==> config.mk <==
export PLATFORM = sky130hd
export DESIGN_NAME = keccak_round_ctrl_flat
export DESIGN_NICKNAME = d
export VERILOG_FILES = /design/src/rtl/keccak_pkg.sv /design/src/rtl/keccak_round_ctrl_if.sv /design/src/rtl/keccak_round_cnt.sv /design/src/rtl/keccak_round_ctrl.sv /design/src/flat_wrapper.sv
export SDC_FILE = /design/constraint.sdc
export NUM_CORES = 1
export LEC_CHECK = 0
export BUFFER_PORTS_ARGS = -buffer_cell sky130_fd_sc_hd__buf_2
export CORE_UTILIZATION = 25
export CTS_BUF_LIST = sky130_fd_sc_hd__clkbuf_8 sky130_fd_sc_hd__clkbuf_16
export DETAILED_ROUTE_END_ITERATION = 7
export GPL_TIMING_DRIVEN = 1
export PLACE_DENSITY = 0.55
export SLEW_MARGIN = 20
export SYNTH_ARGS = -nofsm -noshare
export SYNTH_HDL_FRONTEND = slang
export SYNTH_HIERARCHICAL = 1
export SYNTH_SLANG_ARGS = --single-unit
==> constraint.sdc <==
create_clock -name clk_i -period 2.2 [get_ports clk_i]
set_clock_uncertainty 0.2 [all_clocks]
set_input_delay 0.22 -clock clk_i [delete_from_list [all_inputs] [get_ports clk_i]]
set_output_delay 0.22 -clock clk_i [all_outputs]
set_load 0.005 [all_outputs]
==> src/rtl/keccak_pkg.sv <==
// Shared types and constants for the Keccak-f round controller.
package keccak_pkg;

  localparam int NUM_ROUNDS_DEFAULT = 24;
  localparam int MAX_PERM_DEFAULT   = 16;

  typedef enum logic [1:0] {
    IDLE    = 2'd0,
    ROUND   = 2'd1,
    WAIT_DP = 2'd2,
    FINISH  = 2'd3
  } state_e;

  // Clock steps needed for one permutation (R).
  function automatic int steps_per_perm(input int num_rounds, input int rounds_per_cycle);
    return num_rounds / rounds_per_cycle;
  endfunction

endpackage

==> src/rtl/keccak_round_ctrl_if.sv <==
// Bus between the register file / Keccak datapath and the round controller.
// cyc_cnt_o only exists when KECCAK_ROUND_CTRL_PERF_EN is defined.
interface keccak_round_ctrl_if
  import keccak_pkg::*;
#(
  parameter int NUM_ROUNDS = NUM_ROUNDS_DEFAULT,
  parameter int MAX_PERM   = MAX_PERM_DEFAULT
) ();

  localparam int RW = $clog2(NUM_ROUNDS);
  localparam int PW = $clog2(MAX_PERM);
  localparam int NW = $clog2(MAX_PERM + 1);

  // Handshake: a launch happens only in a cycle where start_i (IDLE) or the
  // pending next permutation (WAIT_DP) meets ready_dp_i high with abort_i low;
  // start_dp_o marks exactly those cycles. A start_i seen without ready_dp_i
  // is dropped, never queued.
  logic          start_i;
  logic [NW-1:0] nperm_i;
  logic          abort_i;
  logic          ready_dp_i;
  logic          intr_clr_i;
  logic          start_dp_o;
  logic          round_en_o;
  logic [RW-1:0] round_idx_o;
  logic [PW-1:0] perm_idx_o;
  logic          busy_o;
  logic          done_o;
  logic          aborted_o;
  logic          intr_o;
  state_e        dbg_state_o;
`ifdef KECCAK_ROUND_CTRL_PERF_EN
  logic [31:0]   cyc_cnt_o;
`endif

  modport master (
    output start_i, nperm_i, abort_i, ready_dp_i, intr_clr_i,
    input  start_dp_o, round_en_o, round_idx_o, perm_idx_o, busy_o,
           done_o, aborted_o, intr_o, dbg_state_o
`ifdef KECCAK_ROUND_CTRL_PERF_EN
    , input cyc_cnt_o
`endif
  );

  modport slave (
    input  start_i, nperm_i, abort_i, ready_dp_i, intr_clr_i,
    output start_dp_o, round_en_o, round_idx_o, perm_idx_o, busy_o,
           done_o, aborted_o, intr_o, dbg_state_o
`ifdef KECCAK_ROUND_CTRL_PERF_EN
    , output cyc_cnt_o
`endif
  );

endinterface

==> src/rtl/keccak_round_cnt.sv <==
// Round counter: advances by ROUNDS_PER_CYCLE per step and flags the last
// step of a permutation, after which it returns to 0 by itself.
module keccak_round_cnt
  import keccak_pkg::*;
#(
  parameter int NUM_ROUNDS       = NUM_ROUNDS_DEFAULT,
  parameter int ROUNDS_PER_CYCLE = 1,
  localparam int RW              = $clog2(NUM_ROUNDS)
) (
  input  logic          clk_i,
  input  logic          rst_ni,
  input  logic          step_i,
  input  logic          clr_i,
  output logic [RW-1:0] cnt_o,
  output logic          last_o
);

  localparam int LAST_STEP =
    (steps_per_perm(NUM_ROUNDS, ROUNDS_PER_CYCLE) - 1) * ROUNDS_PER_CYCLE;
  localparam logic [RW-1:0] LAST_CNT = RW'(LAST_STEP);
  localparam logic [RW-1:0] INC      = RW'(ROUNDS_PER_CYCLE);

  logic [RW-1:0] cnt_q, cnt_d;

  assign last_o = (cnt_q == LAST_CNT);
  assign cnt_o  = cnt_q;

  always_comb begin
    cnt_d = cnt_q;
    if (clr_i) begin
      cnt_d = '0;
    end else if (step_i) begin
      cnt_d = last_o ? '0 : cnt_q + INC;
    end
  end

  always_ff @(posedge clk_i) begin
    if (!rst_ni) begin
      cnt_q <= '0;
    end else begin
      cnt_q <= cnt_d;
    end
  end

endmodule

==> src/rtl/keccak_round_ctrl.sv <==
// Keccak-f round/batch sequencer with abort and sticky interrupt.
// Define KECCAK_ROUND_CTRL_PERF_EN to add the busy-cycle counter cyc_cnt_o.
module keccak_round_ctrl
  import keccak_pkg::*;
#(
  parameter int NUM_ROUNDS       = NUM_ROUNDS_DEFAULT,
  parameter int ROUNDS_PER_CYCLE = 1,
  parameter int MAX_PERM         = MAX_PERM_DEFAULT
) (
  input logic                clk_i,
  input logic                rst_ni,
  keccak_round_ctrl_if.slave bus
);

  localparam int RW = $clog2(NUM_ROUNDS);
  localparam int PW = $clog2(MAX_PERM);
  localparam int NW = $clog2(MAX_PERM + 1);

  if (ROUNDS_PER_CYCLE < 1 || ROUNDS_PER_CYCLE > NUM_ROUNDS ||
      (NUM_ROUNDS % ROUNDS_PER_CYCLE) != 0) begin : g_bad_rpc
    $error("keccak_round_ctrl: ROUNDS_PER_CYCLE must divide NUM_ROUNDS");
  end

  state_e        state_q, state_d;
  logic [PW-1:0] perm_cnt_q, perm_cnt_d;
  logic [PW-1:0] perm_last_q, perm_last_d;
  logic          intr_q, intr_d;

  logic          rnd_step, rnd_clr, rnd_last;
  logic [RW-1:0] rnd_cnt;
  logic          start_dp, round_en, done, intr_set, abort_take;
  logic [NW-1:0] nperm_m1;

  keccak_round_cnt #(
    .NUM_ROUNDS      (NUM_ROUNDS),
    .ROUNDS_PER_CYCLE(ROUNDS_PER_CYCLE)
  ) u_round_cnt (
    .clk_i (clk_i),
    .rst_ni(rst_ni),
    .step_i(rnd_step),
    .clr_i (rnd_clr),
    .cnt_o (rnd_cnt),
    .last_o(rnd_last)
  );

  always_comb begin
    state_d     = state_q;
    perm_cnt_d  = perm_cnt_q;
    perm_last_d = perm_last_q;
    rnd_step    = 1'b0;
    rnd_clr     = 1'b0;
    start_dp    = 1'b0;
    round_en    = 1'b0;
    done        = 1'b0;
    intr_set    = 1'b0;
    nperm_m1    = bus.nperm_i - NW'(1);
    abort_take  = (state_q != IDLE) && bus.abort_i;

    case (state_q)
      IDLE: begin
        perm_cnt_d = '0;
        if (bus.start_i && bus.ready_dp_i && !bus.abort_i) begin
          start_dp = 1'b1;
          rnd_clr  = 1'b1;
          state_d  = ROUND;
          // Batch size is kept as "index of last permutation", already clamped.
          if (bus.nperm_i == '0) begin
            perm_last_d = '0;
          end else if (bus.nperm_i > NW'(MAX_PERM)) begin
            perm_last_d = PW'(MAX_PERM - 1);
          end else begin
            perm_last_d = PW'(nperm_m1);
          end
        end
      end
      ROUND: begin
        round_en = 1'b1;
        rnd_step = 1'b1;
        if (rnd_last) begin
          if (perm_cnt_q == perm_last_q) begin
            state_d = FINISH;
          end else begin
            perm_cnt_d = perm_cnt_q + PW'(1);
            state_d    = WAIT_DP;
          end
        end
      end
      WAIT_DP: begin
        if (bus.ready_dp_i) begin
          start_dp = 1'b1;
          state_d  = ROUND;
        end
      end
      FINISH: begin
        done       = 1'b1;
        intr_set   = 1'b1;
        perm_cnt_d = '0;
        state_d    = IDLE;
      end
      default: state_d = IDLE;
    endcase

    // Abort overrides every transition, including the last round and FINISH.
    if (abort_take) begin
      state_d    = IDLE;
      perm_cnt_d = '0;
      rnd_clr    = 1'b1;
      rnd_step   = 1'b0;
      start_dp   = 1'b0;
      done       = 1'b0;
      intr_set   = 1'b0;
    end

    intr_d = intr_q;
    if (bus.intr_clr_i) intr_d = 1'b0;
    if (intr_set)       intr_d = 1'b1;
  end

  always_ff @(posedge clk_i) begin
    if (!rst_ni) begin
      state_q     <= IDLE;
      perm_cnt_q  <= '0;
      perm_last_q <= '0;
      intr_q      <= 1'b0;
    end else begin
      state_q     <= state_d;
      perm_cnt_q  <= perm_cnt_d;
      perm_last_q <= perm_last_d;
      intr_q      <= intr_d;
    end
  end

  // Outputs are forced low while reset is asserted.
  assign bus.start_dp_o  = rst_ni && start_dp;
  assign bus.round_en_o  = rst_ni && round_en;
  assign bus.round_idx_o = (rst_ni && state_q == ROUND) ? rnd_cnt : '0;
  assign bus.perm_idx_o  = rst_ni ? perm_cnt_q : '0;
  assign bus.busy_o      = rst_ni && (state_q != IDLE);
  assign bus.done_o      = rst_ni && done;
  assign bus.aborted_o   = rst_ni && abort_take;
  assign bus.intr_o      = rst_ni && (intr_q || intr_set);
  assign bus.dbg_state_o = state_q;

`ifdef KECCAK_ROUND_CTRL_PERF_EN
  logic [31:0] cyc_cnt_q, cyc_cnt_d;

  always_comb begin
    cyc_cnt_d = cyc_cnt_q;
    if (state_q == IDLE) begin
      if (start_dp) cyc_cnt_d = '0;
    end else if (cyc_cnt_q != '1) begin
      cyc_cnt_d = cyc_cnt_q + 32'd1;
    end
  end

  always_ff @(posedge clk_i) begin
    if (!rst_ni) begin
      cyc_cnt_q <= '0;
    end else begin
      cyc_cnt_q <= cyc_cnt_d;
    end
  end

  assign bus.cyc_cnt_o = cyc_cnt_q;
`endif

endmodule

==> src/flat_wrapper.sv <==
// flat-port wrapper written by rule: the top's interface ports become plain ports
module keccak_round_ctrl_flat import keccak_pkg::*;
#(
  parameter int NUM_ROUNDS       = NUM_ROUNDS_DEFAULT,
  parameter int ROUNDS_PER_CYCLE = 1,
  parameter int MAX_PERM         = MAX_PERM_DEFAULT
)
  (clk_i, rst_ni, bus_start_i, bus_nperm_i, bus_abort_i, bus_ready_dp_i, bus_intr_clr_i, bus_start_dp_o, bus_round_en_o, bus_round_idx_o, bus_perm_idx_o, bus_busy_o, bus_done_o, bus_aborted_o, bus_intr_o, bus_dbg_state_o);
  keccak_round_ctrl_if #(.NUM_ROUNDS(NUM_ROUNDS), .MAX_PERM(MAX_PERM)) bus_i ();
  input logic clk_i;
  input logic rst_ni;
  input wire logic [$bits(bus_i.start_i)-1:0] bus_start_i;
  input wire logic [$bits(bus_i.nperm_i)-1:0] bus_nperm_i;
  input wire logic [$bits(bus_i.abort_i)-1:0] bus_abort_i;
  input wire logic [$bits(bus_i.ready_dp_i)-1:0] bus_ready_dp_i;
  input wire logic [$bits(bus_i.intr_clr_i)-1:0] bus_intr_clr_i;
  output wire logic [$bits(bus_i.start_dp_o)-1:0] bus_start_dp_o;
  output wire logic [$bits(bus_i.round_en_o)-1:0] bus_round_en_o;
  output wire logic [$bits(bus_i.round_idx_o)-1:0] bus_round_idx_o;
  output wire logic [$bits(bus_i.perm_idx_o)-1:0] bus_perm_idx_o;
  output wire logic [$bits(bus_i.busy_o)-1:0] bus_busy_o;
  output wire logic [$bits(bus_i.done_o)-1:0] bus_done_o;
  output wire logic [$bits(bus_i.aborted_o)-1:0] bus_aborted_o;
  output wire logic [$bits(bus_i.intr_o)-1:0] bus_intr_o;
  output wire logic [$bits(bus_i.dbg_state_o)-1:0] bus_dbg_state_o;
  assign bus_i.start_i = bus_start_i;
  assign bus_i.nperm_i = bus_nperm_i;
  assign bus_i.abort_i = bus_abort_i;
  assign bus_i.ready_dp_i = bus_ready_dp_i;
  assign bus_i.intr_clr_i = bus_intr_clr_i;
  assign bus_start_dp_o = bus_i.start_dp_o;
  assign bus_round_en_o = bus_i.round_en_o;
  assign bus_round_idx_o = bus_i.round_idx_o;
  assign bus_perm_idx_o = bus_i.perm_idx_o;
  assign bus_busy_o = bus_i.busy_o;
  assign bus_done_o = bus_i.done_o;
  assign bus_aborted_o = bus_i.aborted_o;
  assign bus_intr_o = bus_i.intr_o;
  assign bus_dbg_state_o = bus_i.dbg_state_o;
  keccak_round_ctrl #(.NUM_ROUNDS(NUM_ROUNDS), .ROUNDS_PER_CYCLE(ROUNDS_PER_CYCLE), .MAX_PERM(MAX_PERM)) u_core (.clk_i(clk_i), .rst_ni(rst_ni), .bus(bus_i));
endmodule
### Word-level counts from Yosys, hierarchy flattened

Cells that the tools add are included.

| storage, ports and cells | value |
|---|---|
| bits in registers | 16 |
| output and inout port bits | 17 |
| logic and storage cells | 67 |

| cells by class | value |
|---|---|
| add/subtract/negate cells | 3 |
| order comparisons | 1 |
| eq/ne operators | 9 |
| mux-type cells | 25 |
| bitwise logic cells | 1 |
| reductions and logical operators | 23 |

Operators by type and width:

| kind | number |
|---|---|
| $mux W4 | 5 |
| $mux W1 | 12 |
| $logic_and A1 B1 Y1 | 10 |
| $mux W5 | 2 |
| $pmux W2 S4 | 1 |
| $pmux W4 S2 | 1 |
| $mux W2 | 3 |
| $ne A2 B2 Y1 const B | 3 |
| $reduce_and A3 Y1 | 2 |
| $reduce_bool A2 Y1 | 3 |
| $reduce_or A2 Y1 | 3 |
| $add A5 B1 Y5 const B | 1 |
| $eq A5 B5 Y1 const B | 1 |
| $gt A5 B5 Y1 const B | 1 |
| $logic_not A5 Y1 | 1 |
| $add A4 B1 Y4 const B | 1 |
| $eq A2 B2 Y1 const B | 2 |
| $eq A4 B4 Y1 | 1 |
| $sub A4 B1 Y4 const B | 1 |
| $eq A2 B1 Y1 const B | 1 |
| $logic_not A2 Y1 | 1 |
| $ne A2 B1 Y1 const B | 1 |
| $pmux W1 S2 | 1 |
| $reduce_and A2 Y1 | 1 |
| other kinds (3) | 3 |

### Longest topological paths before layout

Gate-level depths: netlist of run 1.

| logic depth | value |
|---|---|
| depth after elaboration | 6 |
| depth in mapped cells | 8 |
| mapped depth without buffers | 7 |

### Hierarchy

Netlist of run 1, hierarchy kept.

By module, submodules not included:

| module | times used | cells an instance | area each (µm²) | sequential area each (µm²) |
|---|---|---|---|---|
| keccak_round_ctrl | 1 | 117 | 915.9 | 220.2 |
| keccak_round_cnt | 1 | 25 | 236.5 | 100.1 |

### Least setup slack after synthesis of run 1

OpenSTA, ideal clock, no wires.

| timing path | value |
|---|---|
| kind | register to register |
| start point | reg u_core.state_q[0] (netlist: u_core/bus.dbg_state_o[0]) |
| end point | reg u_core.u_round_cnt.cnt_q[3] (netlist: u_core/u_round_cnt/cnt_o[3]) |
| library setup time | 0.067 ns |
| data arrival time | 1.595 ns |
| setup slack | 0.339 ns |
| stages on the path, launching flop included | 7 |
| clock period less this slack | 1.861 ns |
| path through | dfxtp_1 > ha_1 > clkbuf_1 > and2_1 > nand4_1 > or3_1 > a21oi_2 |

| on the way | value |
|---|---|
| elaborated cells on any way between the ends | 9 |
| classes of those cells | eq/ne (1); mux (4); reduce/logical (4) |

RTL lines:

| item | RTL line | RTL |
|---|---|---|
| start: declaration | keccak_round_ctrl.sv:24 | `state_e state_q, state_d;` |
| start signal: assignment | keccak_round_ctrl.sv:126 | `state_q <= state_d;` |
| $eq A2 B1 Y1 / $reduce_bool A2 Y1 (equally long branches) | keccak_round_ctrl.sv:59, keccak_round_ctrl.sv:57 |  |
| $mux W1 / $logic_and A1 B1 Y1 (equally long branches) | keccak_round_ctrl.sv:59, keccak_round_ctrl.sv:57 |  |
| $mux W1 (*) | keccak_round_ctrl.sv:104 | `if (abort_take) begin` |
| named net u_core.rnd_step | keccak_round_ctrl.sv:29 | `logic rnd_step, rnd_clr, rnd_last;` |
| end signal: assignment | keccak_round_cnt.sv:41 | `cnt_q <= cnt_d;` |
| end: declaration | keccak_round_cnt.sv:23 | `logic [RW-1:0] cnt_q, cnt_d;` |

The timed path passes the listed nets; every way through them passes the cells marked *.
A chain may end at the register's enable or synchronous reset.

### Final worst setup path of run 1

| timing path | value |
|---|---|
| start point | reg u_core.state_q[0] (netlist: u_core/bus.dbg_state_o[0]) |
| end point | out bus_intr_o |

| on the way | value |
|---|---|
| word-level cells in the longest chain between the ends | 5 |
| elaborated cells on any way between the ends | 7 |
| classes of those cells | eq/ne (1); mux (2); reduce/logical (4) |

RTL lines:

| item | RTL line | RTL |
|---|---|---|
| $eq A2 B2 Y1 / $reduce_bool A2 Y1 (equally long branches) | keccak_round_ctrl.sv:59, keccak_round_ctrl.sv:57 |  |
| $mux W1 / $logic_and A1 B1 Y1 (equally long branches) | keccak_round_ctrl.sv:59, keccak_round_ctrl.sv:57 |  |
| $mux W1 (*) | keccak_round_ctrl.sv:104 |  |
| $logic_or A1 B1 Y1 (*) | keccak_round_ctrl.sv:141 | `assign bus.intr_o = rst_ni && (intr_q \|\| intr_set);` |
| $logic_and A1 B1 Y1 (*) | keccak_round_ctrl.sv:141 |  |
| end: declaration | flat_wrapper.sv:24 | `output wire logic [$bits(bus_i.intr_o)-1:0] bus_intr_o;` |

Every way passes the cells marked *; elsewhere a longest branch is shown, timed or not.

==> impl_metrics.tcl, run 1 <==
set metrics [dict create \
    crit_chain "inv_1, ha_1, nand2b_1, and2_2, nand2_1, nand2_1, buf_2" \
    dpl.cell_count 217 \
    grt_max_degree 20 \
    vias_per_cell 4.66 \
    grt_pass1_vias 951 \
    fmax_ghz 0.476 \
    ant_nets 0 \
    slowest_delay_ns 0.38 \
    hold_viol 0 \
    cts_tree "done" \
    setup_tns_ns 0 \
    crit_type "flop to output pin" \
    yosysWarnings 6 \
    p_leak_nw 0.672 \
    gp_congestion 0.792 \
    synth_area_um2 1150 \
    start_util_pct 26.3 \
    nets 190 \
    fin_cells 221 \
    syn-num-nets 161 \
    cts_sinks 16 \
    drv_cap 0 \
    insertion_delay_ns 0.25 \
    cp.arrival_ns 1.68 \
    yosysTopAreaCell "dfxtp_1" \
    cp-start-kind "flop" \
    grtUsageTotal_pct 11.0 \
    status "finished clean" \
    seq_area_um2 325 \
    yosysMostFrequentCell "dfxtp_1" \
    ir_drop_mv 0.413 \
    async_flop_share_pct 0 \
    first_pass_iters 4 \
    grt_first_pass_wirelength_mm 4.33 \
    clockBufferDepth 2 \
    worst_slack_ns 0.0990 \
    core-area_um2 4380 \
    startpoint "u_core/bus.dbg_state_o[0]$_SDFFE_PP0P_" \
    dpl.hpwl_mm 1.98 \
    timing.hold.ws_ns 0.0882 \
    clk_pin_slew_ns 0.06 \
    synth_flop_cell "dfxtp_1" \
    die_w_um 69.9 \
    ys_ff_latch 16 \
    postCtsSetupRepairBufs 0 \
    worstHoldStart "bus_nperm_i[4]" \
    synth.area.top_cells "dfxtp_1, ha_1, and2_1" \
    reg2reg_from "u_core/bus.dbg_state_o[1]$_SDFFE_PP0P_" \
    die_y_um 69.9 \
    hold_class "input pin to flop" \
    grt-ovfl-total 0 \
    io_pins 28 \
    maxSlewHeadroom_pct 74.8 \
    cp_max_fo 6 \
    endpoint_kind "output pin" \
    tightest_slew_ns 0.374 \
    critical_path.most_common_cell "nand2_1" \
    finalSetupViolCount 0 \
    port_buffers 27 \
    dp_slack_ns 0.205 \
    antenna_found_initial 0 \
    drive_gt1_share_pct 24.3 \
    synth_top_area_share_pct 27.8 \
    numCtsBuffers 3 \
    rsz0062_at_grt "false" \
    syn_area_per_cell_um2 8.12 \
    rows 24 \
    cp.required_ns 1.78 \
    antenna_cells 0 \
    cp_slowest_cell "dfxtp_4" \
    timing.final.crit_share_pct 95.5 \
    syn_inst 142 \
    drt_iter0_drc 31 \
    syn_to_final_growth_pct 21.2 \
    fillers 488 \
    htreeDepth 1 \
    routed_wl_mm 2.58 \
    ys_top_cells_by_count "dfxtp_1, nand2_1, o21ai_0" \
    yosysSeqAreaShare_pct 27.8 \
    multi_input_area_um2 786 \
    cts-root-buf "clkbuf_8" \
    period_minus_slack_ns 2.10 \
    slew_violations 0 \
    synth_cell_types 38 \
    drc 0 \
    die_area_um2 4880 \
    synth_edf_count 0 \
    power_density_nw_per_um2 858 \
    post_drt_wl_per_cell_um 11.7 \
    vias 1029 \
]
what timing repair did:
action,4_1_cts,5_1_grt
endpoints found under the hold margin,1,0
resized for setup,1,4
endpoints found under the setup margin,2,3
hold buffers,1,0
worst max-delay path: cells and delay by family (launching register included):
kind | cells | cell delay, ns
flip-flops | 1 | 0.38
adder cells (fa/ha/maj) | 1 | 0.25
buffers and inverters | 2 | 0.18
AND/OR/NAND/NOR | 4 | 0.63
area by class of cell:
type	count	area share (%)
Clock buffer	3	2.96
Inverter	9	2.42
Multi-Input combinational cell	113	56.3
Sequential cell	16	23.3
Tap cell	52	4.66
Timing Repair Buffer	28	10.4
metrics by stage:
step	instance area (µm²)	utilization (%)	power, W
after floorplan	1150	-	0.000831
after detailed placement	1340	30.5	0.000976
after global routing	1400	31.8	0.00131
final	1400	31.8	0.00120
after CTS	1390	31.7	0.00121
after global placement	1340	30.5	0.000978
cell families after synthesis:
| logic type | count (synthesis) | synth area share [%] |
|---|---|---|
| buffers and inverters | 13 | 4.34 |
| XOR/XNOR | 2 | 1.52 |
| adder cells (fa/ha/maj) | 8 | 8.69 |
| AND/OR/NAND/NOR | 65 | 32.5 |
| AO/OA/AOI/OAI | 34 | 21.7 |
| multiplexers | 4 | 3.47 |
| flip-flops | 16 | 27.8 |
worst paths after layout:
check / slack, ns / to / depth (start not counted)
worst max-delay path: 0.1 / bus_intr_o / 7
worst min-delay path: 0.09 / u_core/perm_last_q[0]$_SDFFE_PN0P_ / 3
worst max register to register: 0.21 / u_core/u_round_cnt/cnt_o[3]$_SDFFE_PP0P_ / 6
worst min register to register: 0.27 / u_core/intr_q$_SDFFE_PN0P_ / 2
registers in the layout, summed over array words and instances (netlist names):
signal,count
u_core/perm_last_q,4
u_core/perm_cnt_q,4
u_core/bus.dbg_state_o,2
u_core/intr_q,1
u_core/u_round_cnt/cnt_o,5
layer usage:
layer,vias up,global-route usage [%],wire [µm]
li1,552,-,-
met1,454,15.4,1310
met2,21,16.6,1160
met3,2,3.17,100
met4,0,2.67,19
met5,-,0,0
cells in the final DEF (no fill, tap or decap), drive strengths merged:
cell,n
a2111oi,1
a211o,1
a211oi,3
a21boi,1
a21oi,10
a311o,1
and2,9
and2b,1
and3,5
and4b,1
buf,27
clkbuf,3
dfxtp,16
dlygate4sd3,1
ha,8
inv,9
mux2i,4
nand2,14
nand2b,7
nand3,4
nand3b,2
nand4,1
nor2,7
nor2b,6
nor3,2
nor4,2
o2111a,1
o211a,1
o21a,1
o21ai,10
o21bai,2
o2bb2ai,2
or2,1
or3,2
or4b,1
xor2,2
power by group:
part           leakage, nW  internal (W)  switching (W)
logic                0.519      0.000257       0.000344
clock network       0.0216      0.000121      0.0000957
registers            0.131      0.000334      0.0000454
Power figures use the tool's default switching activity.
==> run 2, diff against run 1 <==
--- a/config.mk
+++ b/config.mk
@@ -5,6 +5,7 @@
 export SDC_FILE = /design/constraint.sdc
 export NUM_CORES = 1
 export LEC_CHECK = 0
+export ABC_AREA = 1
 export BUFFER_PORTS_ARGS = -buffer_cell sky130_fd_sc_hd__buf_2
 export CORE_UTILIZATION = 25
 export CTS_BUF_LIST = sky130_fd_sc_hd__clkbuf_8 sky130_fd_sc_hd__clkbuf_16
==> run 2 against run 1 <==
Sequential share of layout area fell by 1.0 points; synthesized area rose by 1.7%; via count rose by 10%; core utilization rose by 0.53 points; register-to-register slack improved by 0.06 ns; the flow now finishes with violations (design-rule violations); die area rose by 1.7%; combinational power rose by 43%; power rose by 25%; flip-flop and latch count did not move.
==> impl_metrics.tcl, run 2 <==
set metrics [dict create \
    p_seq_share_pct 27.0 \
    synth_flop_cell "dfxtp_1" \
    drv_cap 0 \
    status "finished with violations" \
    mostFrequentLayoutCells "nand2_1, inv_1, buf_2" \
    clk_pin_slew_ns 0.07 \
    port_buffers 27 \
    cp.required_ns 1.78 \
    cts_sinks 16 \
    drt_iter0_drc 38 \
    ant_nets 0 \
    synth_top_family_by_area "simple AND/OR/NAND/NOR gates" \
    power.switching_w 0.000640 \
    grt_first_pass_wirelength_mm 4.37 \
    cts-root-buf "clkbuf_8" \
    post_drt_wl_per_cell_um 9.82 \
    timing.final.crit_share_pct 91.7 \
    rows 24 \
    start_util_pct 26.4 \
    cp.arrival_ns 1.60 \
    synth_area_um2 1170 \
    insertion_delay_ns 0.25 \
    yosysWarnings 6 \
    syn_inst 182 \
    power_density_nw_per_um2 1040 \
    grt_pass1_vias 986 \
    setup_tns_ns 0 \
    die_y_um 70.5 \
    gp_congestion 0.834 \
    fmax_ghz 0.496 \
    synth_cell_types 26 \
    numCtsBuffers 3 \
    cp_max_fo 5 \
    rsz0062_at_grt "false" \
    clkPwrFrac_pct 15.3 \
    antenna_found_initial 0 \
    largest_reg_flops 5 \
    maxSlewHeadroom_pct 78.6 \
    synth.area.top_cells "dfxtp_1, nand2_1, inv_1" \
    hold_class "input pin to flop" \
    layout_commonest_cell "nand2_1" \
    ys_ff_latch 16 \
    power_frac_comb_pct 57.7 \
    timing.hold.ws_ns 0.0484 \
    htreeDepth 1 \
    endpoint_kind "output pin" \
    synthMuxAreaShare_pct 0 \
    p_leak_nw 0.731 \
    cp-start-kind "flop" \
    period_minus_slack_ns 2.02 \
    drc 4 \
    yosysSeqAreaShare_pct 27.3 \
    grt-ovfl-total 0 \
    synth_xor_area_share_pct 2.24 \
    nets 235 \
    syn_to_final_growth_pct 22.7 \
    syn-num-nets 201 \
    ys_top_cells_by_count "nand2_1, inv_1, nor2_1" \
    routed_wl_mm 2.61 \
    hold_viol 0 \
    grtUsageTotal_pct 11.0 \
    slew_violations 0 \
    synth_compound_area_share_pct 10.9 \
    cts_tree "done" \
    clockBufferDepth 2 \
    grt_max_degree 11 \
    crit_type "flop to output pin" \
    finalSetupViolCount 0 \
    vias 1134 \
    synth_top_area_share_pct 27.3 \
    drive_gt1_share_pct 25.2 \
    tightest_slew_ns 0.319 \
    first_pass_iters 6 \
    die_area_um2 4970 \
    syn_area_per_cell_um2 6.44 \
    synth_edf_count 0 \
    yosysMostFrequentCell "nand2_1" \
    power.internal_w 0.000854 \
    yosysTopAreaCell "dfxtp_1" \
    synth-simple-area-share_pct 37.4 \
    antenna_cells 0 \
    ir_drop_mv 0.442 \
    yosys.area_share.adder_pct 8.54 \
    violations "design-rule violations" \
    swShare_pct 42.9 \
    async_flop_share_pct 0 \
    io_pins 28 \
    vias_per_cell 4.26 \
    die_w_um 70.5 \
    core-area_um2 4440 \
    dpl.hpwl_mm 2.05 \
]
[run 2: cell count changes after synthesis, sizes merged, moves of 5 or more]
| cell | change |
|---|---|
| and2 | -9 |
| nand2 | +32 |
| nor2b | -6 |
| nor2 | +25 |
| nand2b | -7 |
| nand3 | +8 |
| and3 | -5 |
| inv | +26 |
[run 2: power groups by stage]
stage | sequential (W) | combinational, W | clock (W)
finish | 0.000404 | 0.000862 | 0.000228
global route | 0.000412 | 0.000966 | 0.000246
CTS | 0.000405 | 0.000848 | 0.000232
detailed placement | 0.000412 | 0.000842 | 0
global placement | 0.000411 | 0.000842 | 0
floorplan | 0.000398 | 0.000670 | 0
[run 2: routing by layer]
layer  wire length (µm)  vias to the layer above  GRT usage, %
met2               1160                       23          18.0
met4                  0                        0          1.36
met1               1350                      484          14.6
met3                103                        0          3.03
met5                  0                        -             0
li1                   -                      627             -
[run 2: per-stage QoR]
step / area [µm²] / std cells / setup slack [ns] / util, % / power (W)
finish: 1440 / 266 / 0.183 / 32.4 / 0.00149
global route: 1440 / 266 / 0.0325 / 32.4 / 0.00162
CTS: 1430 / 266 / 0.132 / 32.1 / 0.00149
detailed placement: 1380 / 262 / 0.266 / 31.0 / 0.00125
global placement: 1380 / 262 / 0.277 / 31.0 / 0.00125
floorplan: 1170 / 182 / 0.540 / - / 0.00107
[run 2: logic make-up (layout without fill, tap and decap cells)]
group / count (synthesis) / after routing
adder cells (fa/ha/maj): 8 / 8
AO/OA/AOI/OAI: 24 / 24
XOR/XNOR: 3 / 3
buffers and inverters: 37 / 69
AND/OR/NAND/NOR: 94 / 94
flip-flops: 16 / 16
[run 2: worst paths after layout]
check | from | to | slack [ns] | cells past startpoint
worst min-delay path | bus_nperm_i[0] | u_core/perm_last_q[0]$_SDFFE_PN0P_ | 0.05 | 4
worst max register to register | u_core/bus.dbg_state_o[1]$_SDFFE_PP0P_ | u_core/u_round_cnt/cnt_o[3]$_SDFFE_PP0P_ | 0.27 | 10
worst max-delay path | u_core/bus.dbg_state_o[0]$_SDFFE_PP0P_ | bus_intr_o | 0.18 | 7
worst min register to register | u_core/perm_last_q[3]$_SDFFE_PN0P_ | u_core/perm_last_q[3]$_SDFFE_PN0P_ | 0.27 | 2
[run 2: critical path: stages (launching register included)]
cell	delay [ns]
dfxtp_1	0.41
inv_1	0.10
ha_2	0.23
nor2_1	0.24
inv_2	0.08
nand2_1	0.11
o21ai_1	0.06
buf_2	0.12
[run 2: timing repair]
action,in CTS,in global routing
hold buffers,1,0
setup endpoints to repair,0,3
resized for setup,0,2
hold endpoints to repair,1,0
setup buffers,0,0
[run 2: cell type report]
type | instances | area [µm²]
multi-input cells | 129 | 703
well taps | 52 | 65.1
fillers | 510 | 3010
inverters | 36 | 149
repair buffers | 30 | 160
clock buffers | 3 | 41.3
flip-flops and latches | 16 | 320
